[src/rtl/lc4_div_seq_pkg.sv]
// Shared LC4 divider definitions: FSM encodings, iteration count, helpers.
package lc4_div_seq_pkg;

  typedef enum logic [1:0] {
    ST_IDLE = 2'd0,
    ST_RUN  = 2'd1,
    ST_DONE = 2'd2
  } div_state_e;

  localparam int DIV_ITERS = 16;
  localparam logic [3:0] LAST_ITER = 4'(DIV_ITERS - 1);

  // Majority of three: carry-out of a single full-adder bit.
  function automatic logic maj3(input logic a, input logic b, input logic c);
    return (a & b) | (a & c) | (b & c);
  endfunction

endpackage

[src/rtl/lc4_div_seq_if.sv]
// Request/result bundle of the sequential LC4 divider.
interface lc4_div_seq_if;
  logic        i_start;
  logic [15:0] i_dividend;
  logic [15:0] i_divisor;
  logic        o_busy;
  logic        o_done;
  logic [15:0] o_quotient;
  logic [15:0] o_remainder;

  modport master (
    output i_start, i_dividend, i_divisor,
    input  o_busy, o_done, o_quotient, o_remainder
  );

  modport slave (
    input  i_start, i_dividend, i_divisor,
    output o_busy, o_done, o_quotient, o_remainder
  );
endinterface

[src/rtl/lc4_div_seq_cla16.sv]
// 16-bit carry-lookahead adder: four 4-bit lookahead groups plus a group
// lookahead level. No carry-out port; callers that need it recover it
// from bit 15.
module cla16 (
  input  logic [15:0] a,
  input  logic [15:0] b,
  input  logic        cin,
  output logic [15:0] sum
);
  logic [15:0] g;
  logic [15:0] p;
  logic [15:0] c;
  logic [2:0]  grp_g;
  logic [2:0]  grp_p;
  logic [3:0]  grp_c;

  assign g = a & b;
  assign p = a ^ b;

  // Carry into each group, fully expanded so no group waits on another.
  assign grp_c[0] = cin;
  assign grp_c[1] = grp_g[0] | (grp_p[0] & cin);
  assign grp_c[2] = grp_g[1] | (grp_p[1] & grp_g[0]) | (grp_p[1] & grp_p[0] & cin);
  assign grp_c[3] = grp_g[2] | (grp_p[2] & grp_g[1]) | (grp_p[2] & grp_p[1] & grp_g[0])
                  | (grp_p[2] & grp_p[1] & grp_p[0] & cin);

  genvar gi;
  generate
    for (gi = 0; gi < 4; gi++) begin : g_grp
      localparam int B = 4 * gi;
      // In-group carries from the group carry-in.
      assign c[B]     = grp_c[gi];
      assign c[B + 1] = g[B] | (p[B] & grp_c[gi]);
      assign c[B + 2] = g[B + 1] | (p[B + 1] & g[B]) | (p[B + 1] & p[B] & grp_c[gi]);
      assign c[B + 3] = g[B + 2] | (p[B + 2] & g[B + 1]) | (p[B + 2] & p[B + 1] & g[B])
                      | (p[B + 2] & p[B + 1] & p[B] & grp_c[gi]);
      // The top group's generate/propagate would only feed a carry-out.
      if (gi < 3) begin : g_gp
        assign grp_g[gi] = g[B + 3] | (p[B + 3] & g[B + 2]) | (p[B + 3] & p[B + 2] & g[B + 1])
                         | (p[B + 3] & p[B + 2] & p[B + 1] & g[B]);
        assign grp_p[gi] = &p[B + 3:B];
      end
    end
  endgenerate

  assign sum = p ^ c;
endmodule

[src/rtl/lc4_div_seq.sv]
// Sequential 16-bit unsigned restoring divider with LC4 DIV/MOD semantics
// (divide by zero yields 0/0). One quotient bit per RUN cycle.
module lc4_div_seq
  import lc4_div_seq_pkg::*;
(
  input  logic          clk,
  input  logic          rst_n,
  lc4_div_seq_if.slave  bus
);
  div_state_e  state_q, state_d;
  logic [15:0] dvd_q, dvd_d;
  logic [15:0] dsr_q, dsr_d;
  logic [15:0] rem_q, rem_d;
  logic [3:0]  cnt_q, cnt_d;
  logic [15:0] quo_q, quo_d;
  logic [15:0] rmd_q, rmd_d;
  logic        busy_q, busy_d;
  logic        done_q, done_d;

  logic [15:0] shifted;
  logic        top;
  logic [15:0] diff;
  logic        cout;
  logic        take;
  logic        accept;

  // Trial subtraction shifted - divisor as shifted + ~divisor + 1.
  cla16 u_cla (
    .a   (shifted),
    .b   (~dsr_q),
    .cin (1'b1),
    .sum (diff)
  );

  // One restoring step plus the start/finish sequencing.
  always_comb begin
    shifted = {rem_q[14:0], dvd_q[15]};
    top     = rem_q[15];
    cout    = maj3(shifted[15], ~dsr_q[15], diff[15] ^ shifted[15] ^ ~dsr_q[15]);
    take    = top | cout;
    accept  = bus.i_start && ((state_q == ST_IDLE) || (state_q == ST_DONE));

    state_d = state_q;
    dvd_d   = dvd_q;
    dsr_d   = dsr_q;
    rem_d   = rem_q;
    cnt_d   = cnt_q;
    quo_d   = quo_q;
    rmd_d   = rmd_q;

    case (state_q)
      ST_RUN: begin
        dvd_d = {dvd_q[14:0], take};
        rem_d = take ? diff : shifted;
        if (cnt_q == LAST_ITER) begin
          state_d = ST_DONE;
          quo_d   = {dvd_q[14:0], take};
          rmd_d   = take ? diff : shifted;
        end else begin
          cnt_d = cnt_q + 4'd1;
        end
      end
      default: begin
        // IDLE and DONE both accept a new request; DONE otherwise drops to IDLE.
        if (accept) begin
          if (bus.i_divisor != 16'h0000) begin
            state_d = ST_RUN;
            dvd_d   = bus.i_dividend;
            dsr_d   = bus.i_divisor;
            rem_d   = 16'h0000;
            cnt_d   = 4'd0;
          end else begin
            state_d = ST_DONE;
            quo_d   = 16'h0000;
            rmd_d   = 16'h0000;
          end
        end else begin
          state_d = ST_IDLE;
        end
      end
    endcase

    busy_d = (state_d == ST_RUN);
    done_d = (state_d == ST_DONE);
  end

  // State, datapath and registered outputs; reset aborts any operation.
  always_ff @(posedge clk) begin
    if (!rst_n) begin
      state_q <= ST_IDLE;
      dvd_q   <= 16'h0000;
      dsr_q   <= 16'h0000;
      rem_q   <= 16'h0000;
      cnt_q   <= 4'd0;
      quo_q   <= 16'h0000;
      rmd_q   <= 16'h0000;
      busy_q  <= 1'b0;
      done_q  <= 1'b0;
    end else begin
      state_q <= state_d;
      dvd_q   <= dvd_d;
      dsr_q   <= dsr_d;
      rem_q   <= rem_d;
      cnt_q   <= cnt_d;
      quo_q   <= quo_d;
      rmd_q   <= rmd_d;
      busy_q  <= busy_d;
      done_q  <= done_d;
    end
  end

  assign bus.o_busy      = busy_q;
  assign bus.o_done      = done_q;
  assign bus.o_quotient  = quo_q;
  assign bus.o_remainder = rmd_q;
endmodule

[src/flat_wrapper.sv]
// flat-port wrapper written by rule: the top's interface ports become plain ports
module lc4_div_seq_flat import lc4_div_seq_pkg::*;
  (clk, rst_n, bus_i_start, bus_i_dividend, bus_i_divisor, bus_o_busy, bus_o_done, bus_o_quotient, bus_o_remainder);
  lc4_div_seq_if bus_i ();
  input  logic clk;
  input  logic rst_n;
  input wire logic [$bits(bus_i.i_start)-1:0] bus_i_start;
  input wire logic [$bits(bus_i.i_dividend)-1:0] bus_i_dividend;
  input wire logic [$bits(bus_i.i_divisor)-1:0] bus_i_divisor;
  output wire logic [$bits(bus_i.o_busy)-1:0] bus_o_busy;
  output wire logic [$bits(bus_i.o_done)-1:0] bus_o_done;
  output wire logic [$bits(bus_i.o_quotient)-1:0] bus_o_quotient;
  output wire logic [$bits(bus_i.o_remainder)-1:0] bus_o_remainder;
  assign bus_i.i_start = bus_i_start;
  assign bus_i.i_dividend = bus_i_dividend;
  assign bus_i.i_divisor = bus_i_divisor;
  assign bus_o_busy = bus_i.o_busy;
  assign bus_o_done = bus_i.o_done;
  assign bus_o_quotient = bus_i.o_quotient;
  assign bus_o_remainder = bus_i.o_remainder;
  lc4_div_seq u_core (.clk(clk), .rst_n(rst_n), .bus(bus_i));
endmodule
[config.mk]
export PLATFORM = sky130hd
export DESIGN_NAME = lc4_div_seq_flat
export DESIGN_NICKNAME = d
export VERILOG_FILES = /design/src/rtl/lc4_div_seq_pkg.sv /design/src/rtl/lc4_div_seq_if.sv /design/src/rtl/lc4_div_seq_cla16.sv /design/src/rtl/lc4_div_seq.sv /design/src/flat_wrapper.sv
export SDC_FILE = /design/constraint.sdc
export NUM_CORES = 1
export LEC_CHECK = 0
export CAP_MARGIN = 0
export CORE_ASPECT_RATIO = 0.6
export CORE_MARGIN = 3
export CORE_UTILIZATION = 40
export DETAILED_ROUTE_END_ITERATION = 16
export DONT_BUFFER_PORTS = 1
export PLACE_DENSITY = 0.52
export SLEW_MARGIN = 40
export SYNTH_ARGS = -nofsm -noshare
export SYNTH_HDL_FRONTEND = slang
export SYNTH_HIERARCHICAL = 1
export SYNTH_SLANG_ARGS = --single-unit
[constraint.sdc]
create_clock -name clk -period 3.3 [get_ports clk]
set_input_delay 0.33 -clock clk [delete_from_list [all_inputs] [get_ports clk]]
set_output_delay 0.33 -clock clk [all_outputs]
set_load 0.02 [all_outputs]
* Yosys cells after proc, flatten, opt, wreduce, memory -nomap -nowiden
Cells that the tools add are included.
** Storage, ports and cells
- Memory bits (read-only) :: 0
- Latch bits :: 0
- RAM bits :: 0
- Memories kept :: 0
- Bits of input ports :: 35
- Register bits :: 88
** Cells by class
- $add $sub $neg :: 1
- Eq/ne operators :: 8
- Shifts and indexed selects :: 0
- Reductions and logical operators :: 13
- Multipliers :: 0
- Bitwise logic cells :: 107
- Divide/modulo/power cells :: 0
- Magnitude comparators :: 0
- Multiplexer cells :: 21
** Operator list (count)
- 16-bit two-way mux :: 13
- 1-bit AND :: 57
- 1-bit bitwise OR :: 42
- 16-bit XOR :: 2
- 4-bit two-way mux :: 4
- 16-bit NOT :: 1
- 16-bit nonzero test :: 1
- 15-bit AND :: 1
- 4-bit AND reduction :: 3
- 3-bit AND reduction :: 3
- 2-bit two-way mux :: 4
- 4-bit by 1-bit adder with 4-bit output (second input constant) :: 1
- 2-bit by 1-bit == test with 1-bit output (second input constant) :: 2
- 2-bit == test (second input constant) :: 2
- 4-bit == test (second input constant) :: 1
- 2-bit inequality test (second input constant) :: 2
- 2-bit nonzero test :: 2
- 2-bit zero test :: 1
- 2-bit by 1-bit inequality test with 1-bit output (second input constant) :: 1
- 1-bit NOT :: 2
- 2-bit AND reduction :: 1
- 1-bit XOR :: 2
- 1-bit logical AND :: 1
- 1-bit logical OR :: 1

* Longest topological paths before layout
Gate-level depths: netlist of the first run.
- Depth after elaboration :: 22
- Gate-level depth with buffers :: 13
- Gate-level depth less buffers :: 12

* Cells and area by module
Netlist of the first run, hierarchy kept.
** By module, submodules not included
- lc4_div_seq :: cells an instance 429, times used 1, area each 3648.5 µm²
- cla16 :: cells an instance 78, times used 1, area each 621.8 µm²

* Worst setup path before layout of the first run
OpenSTA, ideal clock, no wires.
- Path type :: reg-to-reg
- Start point :: register u_core.dsr_q[0]
- End point :: register u_core.rmd_q[11], in the netlist u_core/bus.o_remainder[11]
- Data required time :: 3228 ps
- Stages on the path, launching flop included :: 14
- Clock period less this slack :: 2855 ps
- Setup slack :: 445 ps
- Arrival :: 2783 ps
- Library setup time :: 72 ps
- Cells stage by stage :: dfxtp_1 > inv_1 > ha_1 > a211oi_2 > o21ai_1 > and3_1 > a211o_1 > o31ai_2 > xnor2_1 > o21bai_1 > nor2_1 > clkbuf_1 > o211ai_1 > mux2i_1
** On the way
- Cells in the longest elaborated chain, start to end :: 19
** RTL lines
- from (decl) :: line lc4_div_seq.sv:12 : logic [15:0] dsr_q, dsr_d;
- from (signal assigned) :: line lc4_div_seq.sv:102 : dsr_q <= dsr_d;
- 16-bit NOT (*) :: line lc4_div_seq.sv:30 : .b (~dsr_q),
- 15-bit AND :: line lc4_div_seq_cla16.sv:17 : assign g = a & b;
- 1-bit AND :: line lc4_div_seq_cla16.sv:40 : | (p[B + 3] & p[B + 2] & p[B + 1] & g[B]);
- 1-bit bitwise OR :: line lc4_div_seq_cla16.sv:40
- 1-bit AND :: line lc4_div_seq_cla16.sv:24 : assign grp_c[3] = grp_g[2] | (grp_p[2] & grp_g[1]) | (grp_p[2] & grp_p[1] & grp_g[0])
- 1-bit bitwise OR :: line lc4_div_seq_cla16.sv:24
- 1-bit bitwise OR (*) :: line lc4_div_seq_cla16.sv:25 : | (grp_p[2] & grp_p[1] & grp_p[0] & cin);
- 1-bit AND (*) :: line lc4_div_seq_cla16.sv:36 : | (p[B + 2] & p[B + 1] & p[B] & grp_c[gi]);
- [... 2 more ...]
- named net u_core.diff[15] :: line lc4_div_seq.sv:22 : logic [15:0] diff;
- 1-bit XOR (*) (2 in series) :: line lc4_div_seq.sv:39 : cout = maj3(shifted[15], ~dsr_q[15], diff[15] ^ shifted[15] ^ ~dsr_q[15]);
- 1-bit AND :: line lc4_div_seq_pkg.sv:15 : return (a & b) | (a & c) | (b & c);
- 1-bit bitwise OR :: line lc4_div_seq_pkg.sv:15
- 1-bit bitwise OR (*) :: line lc4_div_seq_pkg.sv:15
- 1-bit bitwise OR (*) :: line lc4_div_seq.sv:40 : take = top | cout;
- 16-bit two-way mux (*) :: line lc4_div_seq.sv:58 : rmd_d = take ? diff : shifted;
- 16-bit two-way mux (*) :: line lc4_div_seq.sv:55 : if (cnt_q == LAST_ITER) begin
- 16-bit two-way mux (*) :: line lc4_div_seq.sv:51 : case (state_q)
- to (signal assigned) :: line lc4_div_seq.sv:106 : rmd_q <= rmd_d;
- to (decl) :: line lc4_div_seq.sv:16 : logic [15:0] rmd_q, rmd_d;
Mark *: on every way through the listed nets, which the timed path passes. The rest lies on a longest branch. The select of a mux whose other input is x is not followed.
A chain may end at the register's enable or synchronous reset.

* Worst setup path after layout of the first run
- Start point :: register u_core.dsr_q[0]
- End point :: register u_core.rmd_q[0], in the netlist u_core/bus.o_remainder[0]
Same word-level chain as after synthesis.

==> results of run 1 <==
==> cells in the mapped netlist (7+ instances only) <==
master	n	share of area [%]
or3_1	15	2.2
o21ai_0	20	2.3
clkbuf_1	20	1.8
a21oi_1	60	7.0
ha_1	16	4.7
o21ai_1	18	2.1
dfxtp_1	88	41
nand2_1	117	10
inv_1	23	2.0
nor2_1	12	1.1
mux2i_1	32	7.5
o211ai_1	17	3.0
xnor2_1	7	1.4
==> report_power, final <==
part | internal [mW] | switching [mW] | total, mW
logic | 0.868 | 1.08 | 1.95
registers | 1.17 | 0.0931 | 1.26
clock network | 0.606 | 0.419 | 1.03
total | 2.64 | 1.60 | 4.24
==> layer usage <==
metal	vias to the layer above	global-route usage [%]
li1	1727	-
met1	1633	28.1
met5	-	0
met3	9	6.52
met2	99	25.5
met4	0	3.37
==> sequential cells by signal, summed over array words and instances (netlist names) <==
name and flops:
u_core/state_q 2, u_core/dvd_q 16, u_core/cnt_q 4, u_core/bus.o_busy 1, u_core/rem_q 16, u_core/dsr_q 16, u_core/bus.o_quotient 16, u_core/bus.o_remainder 16
u_core/bus.o_done 1
==> kinds of logic (layout without fill, tap and decap cells) <==
kind of cell             after synthesis  count (layout)
AND/OR/NAND/NOR                      171             171
AO/OA/AOI/OAI                        129             129
flip-flops                            88              88
buffers and inverters                 54              55
multiplexers                          32              32
adder cells (fa/ha/maj)               20              20
XOR/XNOR                              12              12
other                                  1               3
==> layout make-up <==
type / count / area [sq um]
Inverter: 24 / 90.1
Multi-Input combinational cell: 367 / 2290
Clock buffer: 11 / 243
Timing Repair Buffer: 15 / 130
Clock inverter: 5 / 56.3
Fill cell: 976 / 5380
Tap cell: 135 / 169
Sequential cell: 88 / 1760
==> worst min path at each step <==
stage | start | end | cells after the start
global route | rst_n | u_core/cnt_q[0] | 1
floorplan | u_core/dsr_q[0] | u_core/dsr_q[0] | 2
detailed placement | u_core/dsr_q[13] | u_core/dsr_q[13] | 2
CTS | rst_n | u_core/cnt_q[0] | 1
global placement | u_core/dsr_q[13] | u_core/dsr_q[13] | 2
finish | bus_i_divisor[3] | u_core/dsr_q[3] | 2
==> worst max-delay path, delay by kind of cell, from the launching register on <==
kind,cells,cell delay (ns)
AOI/OAI and AO/OA,6,1.46
buffers and inverters,3,0.40
DFF,1,0.32
adders and majority gates,1,0.29
and+or+nand+nor,2,0.26
xor gates and xnor gates,1,0.13
muxes,1,0.12
==> metrics by stage <==
step,instances,total power [mW],worst slack [ns],util [%],hold WS [ns]
2_1_floorplan,509,2.60,0.445,-,0.436
3_3_place_gp,625,3.01,0.323,43.3,0.445
3_5_place_dp,625,3.05,0.254,43.3,0.447
4_1_cts,641,4.10,0.221,46.3,0.104
5_1_grt,645,4.54,-0.00656,46.9,0.0915
6_report,645,4.24,0.178,46.9,0.118
==> timing repair <==
action,CTS,global route
hold endpoints to repair,0,0
resized for setup,0,4
setup endpoints to repair,0,6
hold buffers,0,0
buffers inserted,0,3
==> reports/qor.csv, run 1 <==
metric,value,unit
cp-end-kind,flip-flop,
final_wirelength,11100,um
hpwl,7650,um
met2_wirelength,4500,um
core-area,10100,sq um
antenna_violations_before_repair,0,
core.rowCount,28,
layout_commonest_cell,nand2_1,
tritoncts.num_buffers,9,
cap_violations,0,
worst_min_delay_path_class,input pin to flip-flop,
achievable-frequency,320,MHz
synth_warnings,6,
drive_above_1_share,8.43,%
drt_first_pass_iters,5,
critPathRequiredTime,3.51,ns
synth_simple_gate_area_share,18.8,%
sequential_element_share_of_the_synthesized_area,41.3,%
met3_length,781,um
synth-async-reset-ratio,0,%
grt_max_degree,54,
slew_headroom,58.2,%
design.portCount,69,
cp-startpoint,u_core/dsr_q[0],
synth_seq_cells,88,
numPortBuffers,0,
synthXorXnorAreaFrac,2.46,%
worst-setup-path-type,flip-flop to flip-flop,
worstPathArrival,3.33,ns
setup_tns,0,ns
drt_first_iter_violations,185,
synth_edf_count,0,
post_synth_inst_count,507,
synth.distinct_cells,45,
fin_crit,3.12,ns
die_height,86.0,um
post_drt_wl_per_cell,17.2,um
clkSinkCount,88,
area_delta_synth_final,11.1,%
grt-ovfl-total,0,
htree_num_levels,3,
synth-compound-area-share,17.8,%
synth_top_flop_cell,dfxtp_1,
timing_hold_violations_final,0,
cp_cell_sequence,inv_1 -> ha_1 -> a211oi_2 -> o21ai_1 -> and3_1 -> a211o_1 -> o31ai_2 -> xnor2_2 -> o21bai_2 -> buf_6 -> nor2_1 -> buf_4 -> o211ai_1 -> mux2i_1,
timing.rr.start,u_core/dsr_q[0],
finalInstanceArea,4740,sq um
vdd.ir_drop.worst,0.347,mV
synth_area_per_cell,8.42,sq um
synth_top_family_by_area,simple AND/OR/NAND/NOR gates,
num_antenna_cells,0,
antenna_left,0,
worst_path_largest_cell_delay,0.32,ns
wire_length_of_the_first_global_routing_pass,17400,um
initial_utilization,42.2,%
timing.critical_path.slowest_stage_cell,dfxtp_1,
gp_weighted_congestion,0.841,
final.setup_skew,0.0103,ns
via_count,3468,
drt_drc_violations_left,0,
power_leakage,1.76,nW
placed_cell_area,4390,sq um
final_net_count,560,
timing.reg2reg.setup_slack,0.18,ns
critPathMaxFanout,9,
insertion_delay,0.34,ns
synth.cell_area,4270,sq um
cp-start-kind,flip-flop,
yosys.area_share.adder,6.56,%
die_w,139,um
path_clk_slew,0.07,ns
timing_endpoint_of_the_critical_path,u_core/bus.o_remainder[0],
dr.max_layer_used,met4,
finalCritPeriodShare,94.6,%
layout_common_cells,"nand2_1 (117), dfxtp_1 (88), a21oi_1 (60)",
cts_buffer_depth,2,
run_status,"finished, final reports clean",
floorplan.die_area,12000,sq um
worstReg2RegEnd,u_core/bus.o_remainder[0],
all_layer_gr_usage,18.6,%
clock_tree_from_tritoncts,yes,
setup_viol_count_final,0,
worstRegToRegCells,14,
detail_route.vias_per_cell,5.38,
clock_tree.root_cell,clkbuf_16,
p_per_area,893,nW/um^2
wirelength_met1,5710,um
first_global_vias,3199,
tightestPinTransition,0.627,ns
yosys-mux-area-fraction,7.50,%
fin_max_slew_vios,0,
Power figures use the tool's default switching activity.
==> run 2: changes to the inputs <==
- ABC_AREA: unset -> 1
==> reports/qor.csv, run 2 <==
metric,value,unit
run_status,"finished, final reports clean",
drt_drc_violations_left,0,
die_w,147,um
insertion_delay,0.34,ns
htree_num_levels,3,
synth_seq_cells,88,
cts_buffer_depth,2,
design.portCount,69,
detail_route.vias_per_cell,4.99,
synth_area_per_cell,6.72,sq um
tightestPinTransition,0.653,ns
power_leakage,2.44,nW
filler_cell_count,1229,
synth_top_flop_cell,dfxtp_1,
yosysMostFrequentCell,nand2_1,
final_net_count,748,
drive_above_1_share,7.02,%
timing_hold_violations_final,0,
layout_common_cells,"nand2_1 (176), nand3_1 (107), dfxtp_1 (88)",
post-layout-total-power,4.87,mW
critPathMaxFanout,16,
vdd.ir_drop.worst,0.376,mV
grt_setup_unrepaired,no,
synth_top_area_share,37.1,%
fin_max_slew_vios,0,
holdBufCountCts,0,
drt_first_iter_violations,424,
synth_edf_count,0,
tritoncts.num_buffers,9,
layout_setup_ws,0.751,ns
sequential_element_share_of_the_synthesized_area,37.1,%
cap_violations,0,
area_delta_synth_final,8.84,%
hpwl,9280,um
grt_max_degree,56,
timing.critical_path.slowest_stage_cell,dfxtp_1,
all_layer_gr_usage,20.0,%
cp-end-kind,flip-flop,
cts.repair.resized,0,
final.setup_skew,0.00659,ns
antenna_left,0,
post_drt_wl_per_cell,15.3,um
gp_weighted_congestion,0.875,
worst-setup-path-type,flip-flop to flip-flop,
worst_min_delay_path_class,input pin to flip-flop,
postLayoutCoreUtil,45.2,%
clock_tree.root_cell,clkbuf_16,
post_synth_inst_count,707,
die_height,90.4,um
worst_path_largest_cell_delay,0.34,ns
cp_top_family,simple AND/OR/NAND/NOR gates,
path_clk_slew,0.07,ns
antenna_violations_before_repair,0,
cp_cell_sequence,inv_1 -> ha_1 -> or2_0 -> nand3b_1 -> nand2_2 -> nand2_1 -> nand2_2 -> nand2_1 -> nand2_1 -> nand2_1 -> nand2_1 -> nor2_1 -> nor2_4 -> nand2_2 -> nand2_1 -> nand3_1 -> nand2_1 -> nand2_1 -> nor2_1,
setup_viol_count_final,0,
synth.distinct_cells,35,
core.rowCount,30,
slew_headroom,56.5,%
finalCritPeriodShare,77.2,%
drt_first_pass_iters,5,
synth-async-reset-ratio,0,%
core-area,11400,sq um
initial_utilization,41.5,%
finalHoldWorstSlack,0.104,ns
yosysTopAreaCell,dfxtp_1,
cp-start-kind,flip-flop,
synth_warnings,6,
fin_crit,2.55,ns
dp_slack,0.785,ns
critPathRequiredTime,3.54,ns
synthTopCellsByArea,"dfxtp_1 (37%), nand2_1 (14%), nand3_1 (11%), nor2_1 (6.4%), a21oi_1 (6.2%)",
synth.cell_area,4750,sq um
wire_length_of_the_first_global_routing_pass,21000,um
setup_tns,0,ns
p_per_area,940,nW/um^2
final_wirelength,13100,um
worstPathArrival,2.78,ns
via_count,4288,
clkSinkCount,88,
crit_top_cell,nand2_1,
grt-ovfl-total,0,
clock_tree_from_tritoncts,yes,
numPortBuffers,0,
synth.cells.most_frequent,"nand2_1 (176), nand3_1 (107), dfxtp_1 (88)",
first_global_vias,3726,
postCtsSetupBuffers,0,
floorplan.die_area,13300,sq um
cp_num_buf_inv,1,
achievable-frequency,392,MHz
layout_commonest_cell,nand2_1,
[run 2: routing by layer]
metal	track usage [%]	vias up	routed length, um
li1	-	2211	-
met1	33.6	1914	7240
met2	24.4	152	4830
met3	4.56	11	951
met4	4.54	0	115
met5	0	-	0
[run 2: final timing paths]
check / start / to / slack (ns) / cells after the start
worst max register to register: u_core/dsr_q[1] / u_core/bus.o_remainder[5] / 0.75 / 19
worst min register to register: u_core/dsr_q[4] / u_core/dsr_q[4] / 0.46 / 2
worst min-delay path: rst_n / u_core/bus.o_quotient[6] / 0.10 / 2
worst max-delay path: u_core/dsr_q[1] / u_core/bus.o_remainder[5] / 0.75 / 19
[run 2: per-stage QoR]
step,cell area [sq um],cells
2_1_floorplan,4760,708
3_3_place_gp,4860,842
3_5_place_dp,4860,842
4_1_cts,5170,858
5_1_grt,5170,858
6_report,5170,859
[run 2: logic make-up after synthesis]
family	after synthesis	share of synthesized area (%)
simple gates	403	37.8
xor+xnor	8	1.47
flops	88	37.1
other cells	1	0.0789
fa+ha+maj	20	5.90
compound gates	67	7.45
buf+inv	120	10.2
[run 2: layout make-up]
class | instances | area [sq um] | share of cell area [%]
multi-input combinational | 500 | 2510 | 48.5
sequential | 88 | 1760 | 34.1
inverter | 84 | 318 | 6.14
clock buffer | 11 | 243 | 4.69
tap | 160 | 200 | 3.87
timing repair buffer | 10 | 75.1 | 1.45
clock inverter | 5 | 65.1 | 1.26
antenna | 1 | 2.50 | 0.0484
[run 2: power by group]
part	switching (mW)	leakage (nW)	total, mW	internal, mW
clock	0.438	0.144	1.05	0.614
sequential	0.135	0.716	1.32	1.18
combinational	1.58	1.58	2.50	0.920
==> run 3: changes to the inputs <==
- PLACE_DENSITY: 0.52 -> 0.54
- clock period: 3.3 -> 2.3 ns (I/O delays scaled with it)
==> reports/qor.csv, run 3 (same netlist as run 2, synthesis figures left out) <==
metric,value,unit
fin_max_slew_vios,0,
cp-start-kind,flip-flop,
layout_setup_ws,-0.0749,ns
hpwl,9690,um
setup_viol_count_final,12,
path_clk_slew,0.07,ns
cp-end-kind,flip-flop,
all_layer_gr_usage,20.4,%
design.portCount,69,
grt-ovfl-total,0,
critPathRequiredTime,2.58,ns
grt_setup_unrepaired,yes,
clkSinkCount,88,
core.rowCount,30,
cp_cell_sequence,inv_2 -> ha_4 -> or2_0 -> nand3b_1 -> nand2_2 -> nand2_2 -> nand2_2 -> buf_4 -> fa_2 -> xor2_1 -> inv_1 -> nand2_4 -> nand3_4 -> nand2_2 -> nand2_2 -> nor2_2,
power_leakage,2.74,nW
post_drt_wl_per_cell,15.6,um
antenna_left,0,
htree_num_levels,3,
final_net_count,788,
place.detailed.instances,871,
worst_min_delay_path_class,input pin to flip-flop,
core-area,11400,sq um
final_wirelength,14000,um
wire_length_of_the_first_global_routing_pass,21900,um
cell_int_power,5.14,mW
finalCritPeriodShare,103,%
p_per_area,1580,nW/um^2
timing.critical_path.slowest_stage_cell,dfxtp_2,
finalHoldWorstSlack,0.0125,ns
worst_path_largest_cell_delay,0.34,ns
achievable-frequency,421,MHz
detail_route.vias_per_cell,5.12,
cts_buffer_depth,2,
layout_common_cells,"nand2_1 (150), nand3_1 (94), nor2_1 (79)",
clock_tree.root_cell,clkbuf_16,
numPortBuffers,0,
crit_top_cell,nand2_2,
worstPathArrival,2.65,ns
dp_slack,-0.268,ns
layout_commonest_cell,nand2_1,
cap_violations,0,
via_count,4595,
insertion_delay,0.34,ns
gp_weighted_congestion,0.912,
tritoncts.num_buffers,9,
drt_first_iter_violations,371,
drive_above_1_share,22.5,%
drt_drc_violations_left,0,
grt_max_degree,55,
floorplan.die_area,13300,sq um
num_antenna_cells,0,
tightestPinTransition,0.706,ns
area_delta_synth_final,24.9,%
p_switching,4.26,mW
filler_cell_count,1149,
timing_hold_violations_final,0,
die_w,147,um
power.clock.fraction,15.1,%
clock_tree_from_tritoncts,yes,
antenna_violations_before_repair,0,
violations,negative setup slack,
final-instance-count-excl-fill,898,
post-layout-total-power,9.40,mW
drt_first_pass_iters,5,
layout.area.seq,1780,sq um
slew_headroom,52.8,%
fin_crit,2.37,ns
share_comb_of_total_power,64.5,%
multi_input_area,2940,sq um
initial_utilization,41.5,%
critPathMaxFanout,3,
vdd.ir_drop.worst,0.726,mV
first_global_vias,4187,
run_status,"complete, but fails checks",
worst-setup-path-type,flip-flop to flip-flop,
cp_num_buf_inv,3,
p_seq_share,20.4,%
die_height,90.4,um
cp_top_family,simple AND/OR/NAND/NOR gates,
final.setup_skew,0.00897,ns
power.share.switching,45.3,%
## run 3: changes by cell type in the layout (fill, tap and decap cells not counted), moves of 7 or more
cell | before | now
buf_6 | 0 | 7
dfxtp_1 | 88 | 75
nand2_1 | 176 | 150
ha_1 | 16 | 6
nand3_1 | 107 | 94
nand2_2 | 7 | 22
dfxtp_2 | 0 | 13
buf_4 | 10 | 40
nand3_4 | 0 | 7
nand2_4 | 2 | 13
a21oi_2 | 0 | 9
a21oi_1 | 59 | 50
ha_4 | 0 | 10
## run 3: what timing repair did
action,4_1_cts,5_1_grt
buffers inserted,7,1
hold buffers,2,0
setup endpoints to repair,32,33
pin swaps,25,57
hold endpoints to repair,7,0
gates cloned,1,0
gates resized for setup,49,60
## run 3: worst paths after layout
path	start	to	slack (ns)	cells past startpoint
max	u_core/dsr_q[1]	u_core/bus.o_remainder[13]	-0.07	16
min	rst_n	u_core/bus.o_remainder[12]	0.01	2
max reg2reg	u_core/dsr_q[1]	u_core/bus.o_remainder[13]	-0.07	16
min reg2reg	u_core/dsr_q[11]	u_core/dsr_q[11]	0.46	2
## run 3: layout make-up
type | count | area share, %
clock buffer | 11 | 4.09
clock inverter | 5 | 0.696
inverter | 84 | 5.31
multi-input combinational | 500 | 49.5
sequential | 88 | 30.0
tap | 160 | 3.37
timing repair buffer | 50 | 7.06
## run 3: power groups by stage
stage	clock (mW)	sequential [mW]	combinational, mW
2_1_floorplan	0	1.83	2.82
5_1_grt	1.51	1.94	6.65
6_report	1.42	1.92	6.07
3_3_place_gp	0	1.88	4.14
3_5_place_dp	0	1.89	4.20
4_1_cts	1.45	1.89	5.01
## run 3: metrics by stage
| stage | instance area (sq um) | util (%) | setup TNS (ns) |
|---|---|---|---|
| 2_1_floorplan | 4760 | - | 0 |
| 3_3_place_gp | 5090 | 44.5 | -1.45 |
| 3_5_place_dp | 5090 | 44.5 | -3.61 |
| 4_1_cts | 5670 | 49.6 | -0.0117 |
| 5_1_grt | 5940 | 51.8 | -4.99 |
| 6_report | 5940 | 51.8 | -0.327 |
## run 3: worst register-to-register path, cell delays in order (launching register included)
cell and delay, ns:
dfxtp_2 0.34, inv_2 0.05, ha_4 0.21, or2_0 0.23, nand3b_1 0.10, nand2_2 0.09, nand2_2 0.09, nand2_2 0.06
buf_4 0.14, fa_2 0.33, xor2_1 0.20, inv_1 0.10, nand2_4 0.08, nand3_4 0.07, nand2_2 0.08, nand2_2 0.06
nor2_2 0.09
## run 3: metal layers
layer / up-vias / part of all wire [%] / global-route usage [%]
met1: 2138 / 52 / 32.0
met2: 152 / 40 / 27.9
met4: 0 / 0.65 / 3.68
li1: 2294 / - / -
met5: - / 0 / 0
met3: 11 / 7.5 / 5.22
